--- src/rtl/reg_wb_sched_pkg.sv ---
// Shared constants and types for the register-file writeback scheduler.
// Holds the register-file geometry, the long-unit queue depth and the write-enable polarity.
package reg_wb_sched_pkg;

  localparam int CPU_WIDTH        = 16;
  localparam int NREG             = 8;
  localparam int AW               = 3;
  localparam int LQ_DEPTH_DEFAULT = 2;

  // Active level of the register-file write enable.
  localparam logic REGWE_WRITE = 1'b1;

  typedef enum logic [1:0] {
    SRC_NONE = 2'd0,
    SRC_ALU  = 2'd1,
    SRC_LQ   = 2'd2,
    SRC_DBG  = 2'd3
  } wb_src_e;

  function automatic logic [NREG-1:0] reg_onehot(input logic [AW-1:0] a);
    logic [NREG-1:0] one;
    one = {{(NREG-1){1'b0}}, 1'b1};
    return one << a;
  endfunction

endpackage

--- src/rtl/wb_fifo.sv ---
// Small synchronous FIFO that holds long-unit results until the write port is free.
// Pushes into a full FIFO and pops from an empty FIFO are ignored.
module wb_fifo #(
  parameter int W     = 19,
  parameter int DEPTH = 2
) (
  input  logic         clk,
  input  logic         rst_n,
  input  logic         i_push,
  input  logic [W-1:0] i_wdata,
  input  logic         i_pop,
  output logic [W-1:0] o_rdata,
  output logic         o_full,
  output logic         o_empty
);

  localparam int PW = (DEPTH > 1) ? $clog2(DEPTH) : 1;
  localparam int CW = $clog2(DEPTH) + 1;

  logic [W-1:0]  r_mem [DEPTH];
  logic [PW-1:0] r_wr_ptr;
  logic [PW-1:0] r_rd_ptr;
  logic [CW-1:0] r_count;
  logic          w_push;
  logic          w_pop;

  assign o_full  = (r_count == CW'(DEPTH));
  assign o_empty = (r_count == '0);
  assign w_push  = i_push & ~o_full;
  assign w_pop   = i_pop & ~o_empty;
  assign o_rdata = r_mem[r_rd_ptr];

  // DEPTH is a power of two, so plain pointer increments wrap correctly.
  always_ff @(posedge clk or negedge rst_n) begin
    if (!rst_n) begin
      r_wr_ptr <= '0;
      r_rd_ptr <= '0;
      r_count  <= '0;
    end else begin
      if (w_push) r_wr_ptr <= r_wr_ptr + PW'(1);
      if (w_pop)  r_rd_ptr <= r_rd_ptr + PW'(1);
      r_count <= r_count + CW'(w_push) - CW'(w_pop);
    end
  end

  always_ff @(posedge clk) begin
    if (w_push) r_mem[r_wr_ptr] <= i_wdata;
  end

endmodule

--- src/rtl/reg_wb_sched.sv ---
// Writeback scheduler: arbitrates the register-file write port between ALU, long unit
// and debug, and keeps the scoreboard of registers awaiting a long-latency result.
module reg_wb_sched
  import reg_wb_sched_pkg::*;
#(
  parameter int LQ_DEPTH = LQ_DEPTH_DEFAULT
) (
  input  logic                 clk,
  input  logic                 rst_n,
  input  logic                 issue_valid,
  input  logic [AW-1:0]        issue_rd,
  input  logic [AW-1:0]        issue_rs,
  input  logic                 issue_uses_rd,
  input  logic                 issue_uses_rs,
  input  logic                 issue_writes,
  input  logic                 issue_long,
  output logic                 issue_stall,
  input  logic                 alu_wb_valid,
  input  logic [AW-1:0]        alu_wb_addr,
  input  logic [CPU_WIDTH-1:0] alu_wb_data,
  input  logic                 lu_valid,
  output logic                 lu_ready,
  input  logic [AW-1:0]        lu_addr,
  input  logic [CPU_WIDTH-1:0] lu_data,
  input  logic                 dbg_we,
  input  logic [AW-1:0]        dbg_addr,
  input  logic [CPU_WIDTH-1:0] dbg_data,
  output logic                 dbg_ack,
  output logic [AW-1:0]        WB_addr,
  output logic [CPU_WIDTH-1:0] WB_data,
  output logic                 RegWe,
  output logic [NREG-1:0]      busy,
  output logic                 err_orphan
);

  localparam int EW = AW + CPU_WIDTH;

  // Handshakes: a long result transfers on lu_valid & lu_ready; a debug write is held
  // by the requester until the single-cycle dbg_ack; ALU writeback is never refused.

  logic [NREG-1:0]      r_busy;
  logic                 r_err_orphan;
  logic [AW-1:0]        r_wb_addr;
  logic [CPU_WIDTH-1:0] r_wb_data;
  logic                 r_regwe;

  logic                 w_full;
  logic                 w_empty;
  logic                 w_push;
  logic                 w_pop;
  logic                 w_dbg_grant;
  logic                 w_issue_set;
  logic [EW-1:0]        w_head;
  logic [AW-1:0]        w_head_addr;
  logic [CPU_WIDTH-1:0] w_head_data;
  logic [NREG-1:0]      w_set_mask;
  logic [NREG-1:0]      w_clr_mask;
  wb_src_e              w_src;

  wb_fifo #(
    .W     (EW),
    .DEPTH (LQ_DEPTH)
  ) u_lq (
    .clk     (clk),
    .rst_n   (rst_n),
    .i_push  (w_push),
    .i_wdata ({lu_addr, lu_data}),
    .i_pop   (w_pop),
    .o_rdata (w_head),
    .o_full  (w_full),
    .o_empty (w_empty)
  );

  assign w_head_addr = w_head[EW-1 -: AW];
  assign w_head_data = w_head[CPU_WIDTH-1:0];

  assign lu_ready = ~w_full;
  assign w_push   = lu_valid & ~w_full;
  assign w_pop    = ~alu_wb_valid & ~w_empty;
  // Gated by rst_n so no acknowledge escapes while the block is held in reset.
  assign w_dbg_grant = rst_n & dbg_we & ~alu_wb_valid & w_empty & ~r_busy[dbg_addr];
  assign dbg_ack     = w_dbg_grant;

  always_comb begin
    w_src = SRC_NONE;
    if (alu_wb_valid)     w_src = SRC_ALU;
    else if (!w_empty)    w_src = SRC_LQ;
    else if (w_dbg_grant) w_src = SRC_DBG;
  end

  // No same-cycle bypass of a clear: the stall releases one cycle after the pop.
  assign issue_stall = issue_valid & ((issue_uses_rd & r_busy[issue_rd])
                                    | (issue_uses_rs & r_busy[issue_rs])
                                    | (issue_writes  & r_busy[issue_rd]));

  assign w_issue_set = issue_valid & ~issue_stall & issue_writes & issue_long;
  assign w_set_mask  = w_issue_set ? reg_onehot(issue_rd) : '0;
  assign w_clr_mask  = w_pop ? reg_onehot(w_head_addr) : '0;

  always_ff @(posedge clk or negedge rst_n) begin
    if (!rst_n) begin
      r_busy       <= '0;
      r_err_orphan <= 1'b0;
    end else begin
      r_busy <= (r_busy & ~w_clr_mask) | w_set_mask;
      if (w_push && !r_busy[lu_addr]) r_err_orphan <= 1'b1;
    end
  end

  always_ff @(posedge clk or negedge rst_n) begin
    if (!rst_n) begin
      r_wb_addr <= '0;
      r_wb_data <= '0;
      r_regwe   <= ~REGWE_WRITE;
    end else begin
      r_regwe <= ~REGWE_WRITE;
      case (w_src)
        SRC_ALU: begin
          r_wb_addr <= alu_wb_addr;
          r_wb_data <= alu_wb_data;
          r_regwe   <= REGWE_WRITE;
        end
        SRC_LQ: begin
          r_wb_addr <= w_head_addr;
          r_wb_data <= w_head_data;
          r_regwe   <= REGWE_WRITE;
        end
        SRC_DBG: begin
          r_wb_addr <= dbg_addr;
          r_wb_data <= dbg_data;
          r_regwe   <= REGWE_WRITE;
        end
        default: ;
      endcase
    end
  end

  assign WB_addr    = r_wb_addr;
  assign WB_data    = r_wb_data;
  assign RegWe      = r_regwe;
  assign busy       = r_busy;
  assign err_orphan = r_err_orphan;

endmodule

--- config.mk ---
export PLATFORM = sky130hd
export DESIGN_NAME = reg_wb_sched
export DESIGN_NICKNAME = d
export VERILOG_FILES = /design/src/rtl/reg_wb_sched_pkg.sv /design/src/rtl/wb_fifo.sv /design/src/rtl/reg_wb_sched.sv
export SDC_FILE = /design/constraint.sdc
export NUM_CORES = 1
export LEC_CHECK = 0
export ABC_CLOCK_PERIOD_IN_PS = 4100
export CAP_MARGIN = 20
export CORE_MARGIN = 4
export CORE_UTILIZATION = 45
export DETAILED_ROUTE_END_ITERATION = 10
export PLACE_DENSITY = 0.76
export SKIP_LAST_GASP = 1
export SLEW_MARGIN = 20
export SYNTH_ARGS = -nofsm -noshare
export SYNTH_HDL_FRONTEND = slang
export SYNTH_SLANG_ARGS = --single-unit
--- constraint.sdc ---
create_clock -name clk -period 4.1 [get_ports clk]
set_clock_uncertainty 0.2 [all_clocks]
set_input_delay 1.23 -clock clk [delete_from_list [all_inputs] [get_ports clk]]
set_output_delay 1.23 -clock clk [all_outputs]
set_load 0.02 [all_outputs]
======== Word-level counts from Yosys, hierarchy flattened ========
Memories as Yosys holds them, arrays and structs flattened.
Cells that the tools add are included.
storage, ports and cells
  register bits after elaboration ......... 33
  latch bits .............................. 0
  RAM bits ................................ 38
  bits in read-only memories .............. 0
  output and inout port bits .............. 32
  word-level logic and storage cells ...... 71
  memories ................................ 1
memories
  name        words  width  read ports  clocked after Yosys merged registers in  write ports  line           text
  u_lq.r_mem  2      19     1           0                                        1            wb_fifo.sv:20  logic [W-1:0] r_mem [DEPTH];
operators by class
  $add $sub $neg .......................... 4
  $mul .................................... 0
  divide/modulo/power cells ............... 0
  $lt $le $gt $ge ......................... 4
  eq/ne operators ......................... 4
  shift operators ......................... 2
  multiplexer cells ....................... 18
  bitwise operators ....................... 25
  reductions and logical operators ........ 5
operators with widths
  cell                   number
  $pmux W16 S3           1
  $lt A3 B4 Y1 const B   4
  $mux W8                2
  $shl A1 B3 Y8 const A  2
  $and A1 B1 Y1          15
  $bmux W1 S3            4
  $pmux W3 S3            1
  $and A8 B8 Y8          1
  $not A8 Y8             1
  $or A8 B8 Y8           1
  $mux W1                7
  $eq A2 B2 Y1 const B   3
  $mux W2                3
  $not A1 Y1             5
  $reduce_bool A3 Y1     1
  $reduce_or A3 Y1       1
  $add A1 B1 Y1 const B  2
  $add A2 B1 Y2          1
  $eq A2 B1 Y1 const B   1
  $logic_not A2 Y1       1
  $or A1 B1 Y1           2
  $sub A2 B1 Y2          1
  $logic_and A1 B1 Y1    1
  $logic_not A1 Y1       1

======== Logic depth before layout (Yosys ltp) ========
  word-level depth ........................ 12
  gate-level depth with buffers ........... 7
  depth with buffers taken out ............ 7

======== Hierarchy ========
A second synthesis with hierarchy kept.
second synthesis, totals
  cell total of the unflattened synthesis .. 268
  area, all modules ....................... 3529.6 um2
modules (own cells, without submodules)
  module        instances  cells an instance  area an instance (um2)
  reg_wb_sched  1          189                1870.5
  wb_fifo       1          79                 1659.1

======== Worst setup path after synthesis ========
Ideal clock, no wire load.
  kind .................................... input-to-output
  start point ............................. input port dbg_addr[0]
  end point ............................... output port dbg_ack
  arrival ................................. 2672 ps
  data required time ...................... 2670 ps
  setup slack ............................. -2 ps
  cell stages on the path ................. 6
  path buffers ............................ 3
  cell sequence ........................... buf_6 mux4_2 a22o_1 buf_6 buf_12 nor2_1
between the ends
  cells in the longest elaborated chain, start to end .. 4
ends and longest elaborated chain
  item                           line                text
  start: declaration             reg_wb_sched.sv:26  input logic [AW-1:0] dbg_addr,
  $bmux W1 S3                    reg_wb_sched.sv:81  assign w_dbg_grant = rst_n & dbg_we & ~alu_wb_valid & w_empty & ~r_busy[dbg_addr];
  $mux W1 (not written as such)  reg_wb_sched.sv:81
  $not A1 Y1                     reg_wb_sched.sv:81
  $and A1 B1 Y1                  reg_wb_sched.sv:81
  end: declaration               reg_wb_sched.sv:28  output logic dbg_ack,
Every way passes these cells. The select of a mux whose other input is x is not followed.

======== Final worst setup path ========
  start point ............................. input port issue_rd[1]
  end point ............................... output port issue_stall
between the ends
  cells in the longest elaborated chain, start to end .. 6
  elaborated cells between the ends (all ways) .. 7
  classes of those cells .................. 2 x mux; 5 x bitwise
ends and longest elaborated chain
  item                             line                                    text
  start: declaration               reg_wb_sched.sv:11                      input logic [AW-1:0] issue_rd,
  $bmux W1 S3 *                    reg_wb_sched.sv:92, reg_wb_sched.sv:94
  $mux W1 (not written as such) *  reg_wb_sched.sv:92, reg_wb_sched.sv:94
  $and A1 B1 Y1                    reg_wb_sched.sv:92                      assign issue_stall = issue_valid & ((issue_uses_rd & r_busy[issue_rd])
  $or A1 B1 Y1                     reg_wb_sched.sv:93                      | (issue_uses_rs & r_busy[issue_rs])
  $or A1 B1 Y1 *                   reg_wb_sched.sv:94                      | (issue_writes & r_busy[issue_rd]));
  $and A1 B1 Y1 *                  reg_wb_sched.sv:92
  end: declaration                 reg_wb_sched.sv:17                      output logic issue_stall,
Mark *: on every way between the ends. The rest lies on a longest branch, timed or not. The select of a mux whose other input is x is not followed.

==> out/results.tsv <==
metric	value	unit
Finished Core Util	0.646	
Worst-Margin Slew	1080	ps
Cell variety after synth	50	
R2R setup slack	1720	ps
Yosys reg bits	71	
Min-Delay Path Class	reg -> reg	
Leak	1.96	nW
f_max	0.248	GHz
Psw	1.24	mW
Hold Path Depth	1	
Yosys top cell by area	edfxtp_1	
layout overhead on the synthesized area	36.8	%
global-route usage over all layers	0.203	
drt total wl	9760	µm
synthesized area per cell	12.5	µm²
Final Cell Area	5100	µm²
Die W	99.0	µm
CTS tree	yes	
Peak supply drop	0.282	mV
Setup Fix Bufs, Post-CTS	0	
area of the die	9800	µm²
worst reg2reg path endpoint	WB_addr[1]$_DFFE_PN0P_	
largest net degree at the start of global routing	39	
drt via density	5.55	
Rel. slew slack	0.279	
Sw Share	0.402	
vias in the first global route	3092	
Post-Syn Area	3720	µm²
most frequent cell after synthesis	edfxtp_1	
R2R cell count	4	
CP Capture Type	output pin	
most frequent cells after synthesis	edfxtp_1, dfrtp_1, mux2i_1, o21ai_0	
combinational cell fraction of total power	0.460	
final hold slack	280	ps
total grt overflow	0	
core outline area	7890	µm²
status	finished clean	
power share of the clock group	0.154	
Clock Tree Buf Depth	2	
Int Power	1.84	mW
max_cap viols	0	
final worst setup slack	73.4	ps
crit start category	primary input	
CP max FO	3	
Routed WL per cell	18.7	µm
CP Class	in -> out	
ys async rst share	0.465	
sequential share of power	0.386	
Num Clock Sinks	71	
Cells after Synth	299	
Detailed Routing Iterations Pass 1	4	
CTS Root Cell	clkbuf_8	
Rows	32	
H-Tree Depth	3	
DR DRC count	0	
top post-synthesis cells by area	edfxtp_1, dfrtp_1, mux2i_1, nor4_4, mux4_2	
clk slew on worst S/H paths	80	ps
# diodes	0	
Post-synth top flop	edfxtp_1	
I/O pin count	105	
register area share after synthesis	0.528	
critical path startpoint	issue_rd[1]	
worst skew pair latency	330	ps
Routed Antenna Nets	0	
GP Congestion	0.916	
fin nets	491	
Worst EP required	2670	ps
sequential cell area	1970	µm²
Hold EP	err_orphan$_DFFE_PN0P_	
Post-DP HPWL	6930	µm
I/O Buffers	104	
DP Area	4930	µm²
Hold Path Origin	err_orphan$_DFFE_PN0P_	
fill cell count	629	
Synth top area share	0.306	
number of synthesized flops with an enable pin	38	
Die Y	99.0	µm
CP arrival	2600	ps
RSZ-0062 raised after global routing	no	
layout cells sized above 1	0.169	
Final Hold Viols	0	
CTS Buf Count	9	
antenna violations before repair	0	
Slew Viols, Final	0	
Tmin final	4030	ps
final setup vio count	0	
worst slack, placed	-612	ps
fin crit share	0.982	
vias	2904	
first-pass GRT wire length	15600	µm
area taken by multi-input logic gates	1570	µm²
Initial Utilization	0.472	
initial DRC count	183	
Syn Nets	374	
worst r2r src	u_lq.r_rd_ptr$_DFFE_PN0P_	
Power Dens Cells	605	nW/µm²
Warnings, synthesis	0	
registers in the layout, indices dropped and copies added, names as in the netlist:
name and cells:
busy 8, u_lq.r_mem 38, u_lq.r_rd_ptr 1, u_lq.r_count 2
WB_data 16, u_lq.r_wr_ptr 1, RegWe 1, err_orphan 1
WB_addr 3
cells in the final DEF, fill, tap and decap left out, types with 3 or more instances in the layout:
cell,instances
a221oi_1,8
a221oi_2,8
buf_4,22
clkbuf_8,9
clkdlybuf4s50_1,95
clkinvlp_4,3
dfrtp_1,33
dlygate4sd2_1,3
edfxtp_1,38
inv_1,21
mux2i_1,25
mux4_2,7
nand2_1,23
nand2b_1,4
nand3b_1,4
nor2_1,20
nor2_2,3
nor4_1,8
nor4_4,8
o21ai_0,25
o31ai_1,4
o41ai_1,4
xnor2_1,3
critical path, cell delays in order:
cell and delay [ps]:
dlygate4sd2_1 290, mux4_2 520, mux2i_1 130, o22ai_1 110
and2_1 160, buf_2 150
worst max path at each step:
stage                       end
floorplan               dbg_ack
CTS                 issue_stall
global route        issue_stall
global placement        dbg_ack
detailed placement      dbg_ack
finish              issue_stall
through the flow:
| step | instances | TNS (ps) | power, mW |
|---|---|---|---|
| 2_1_floorplan | 299 | 0 | 2.05 |
| 3_3_place_gp | 507 | -1130 | 2.59 |
| 3_5_place_dp | 507 | -1180 | 2.63 |
| 4_1_cts | 523 | 0 | 3.11 |
| 5_1_grt | 523 | 0 | 3.28 |
| 6_report | 523 | 0 | 3.08 |
layer usage:
metal,GRT usage,up-vias,part of all wire
met1,0.258,1424,0.43
li1,-,1368,-
met4,0.0756,0,0.010
met2,0.347,102,0.50
met3,0.0340,10,0.056
met5,0,-,0
cells by family after synthesis:
group,synth area share
adder cells (fa/ha/maj),0.00672
buffers and inverters,0.0541
AND/OR/NAND/NOR,0.136
XOR/XNOR,0.00941
AO/OA/AOI/OAI,0.149
multiplexers,0.117
flip-flops,0.528
power by group through the flow:
| stage | Sequential, mW | Combinational [mW] | Clock (mW) |
|---|---|---|---|
| 2_1_floorplan | 1.23 | 0.820 | 0 |
| 3_3_place_gp | 1.19 | 1.40 | 0 |
| 3_5_place_dp | 1.20 | 1.43 | 0 |
| 4_1_cts | 1.19 | 1.43 | 0.485 |
| 5_1_grt | 1.22 | 1.54 | 0.520 |
| 6_report | 1.19 | 1.42 | 0.474 |
timing repair:
action,in CTS,in global routing
hold buffers,0,0
pin swaps,1,0
setup endpoints to repair,2,1
resized for setup,13,3
endpoints found under the hold margin,0,0
layout make-up:
type | count | share of cell area
repair buffers | 125 | 0.233
clock buffers | 9 | 0.0243
well taps | 102 | 0.0250
flip-flops and latches | 71 | 0.386
clock inverters | 7 | 0.00786
multi-input cells | 188 | 0.308
inverters | 21 | 0.0155
(Power assumes the default switching activity.)
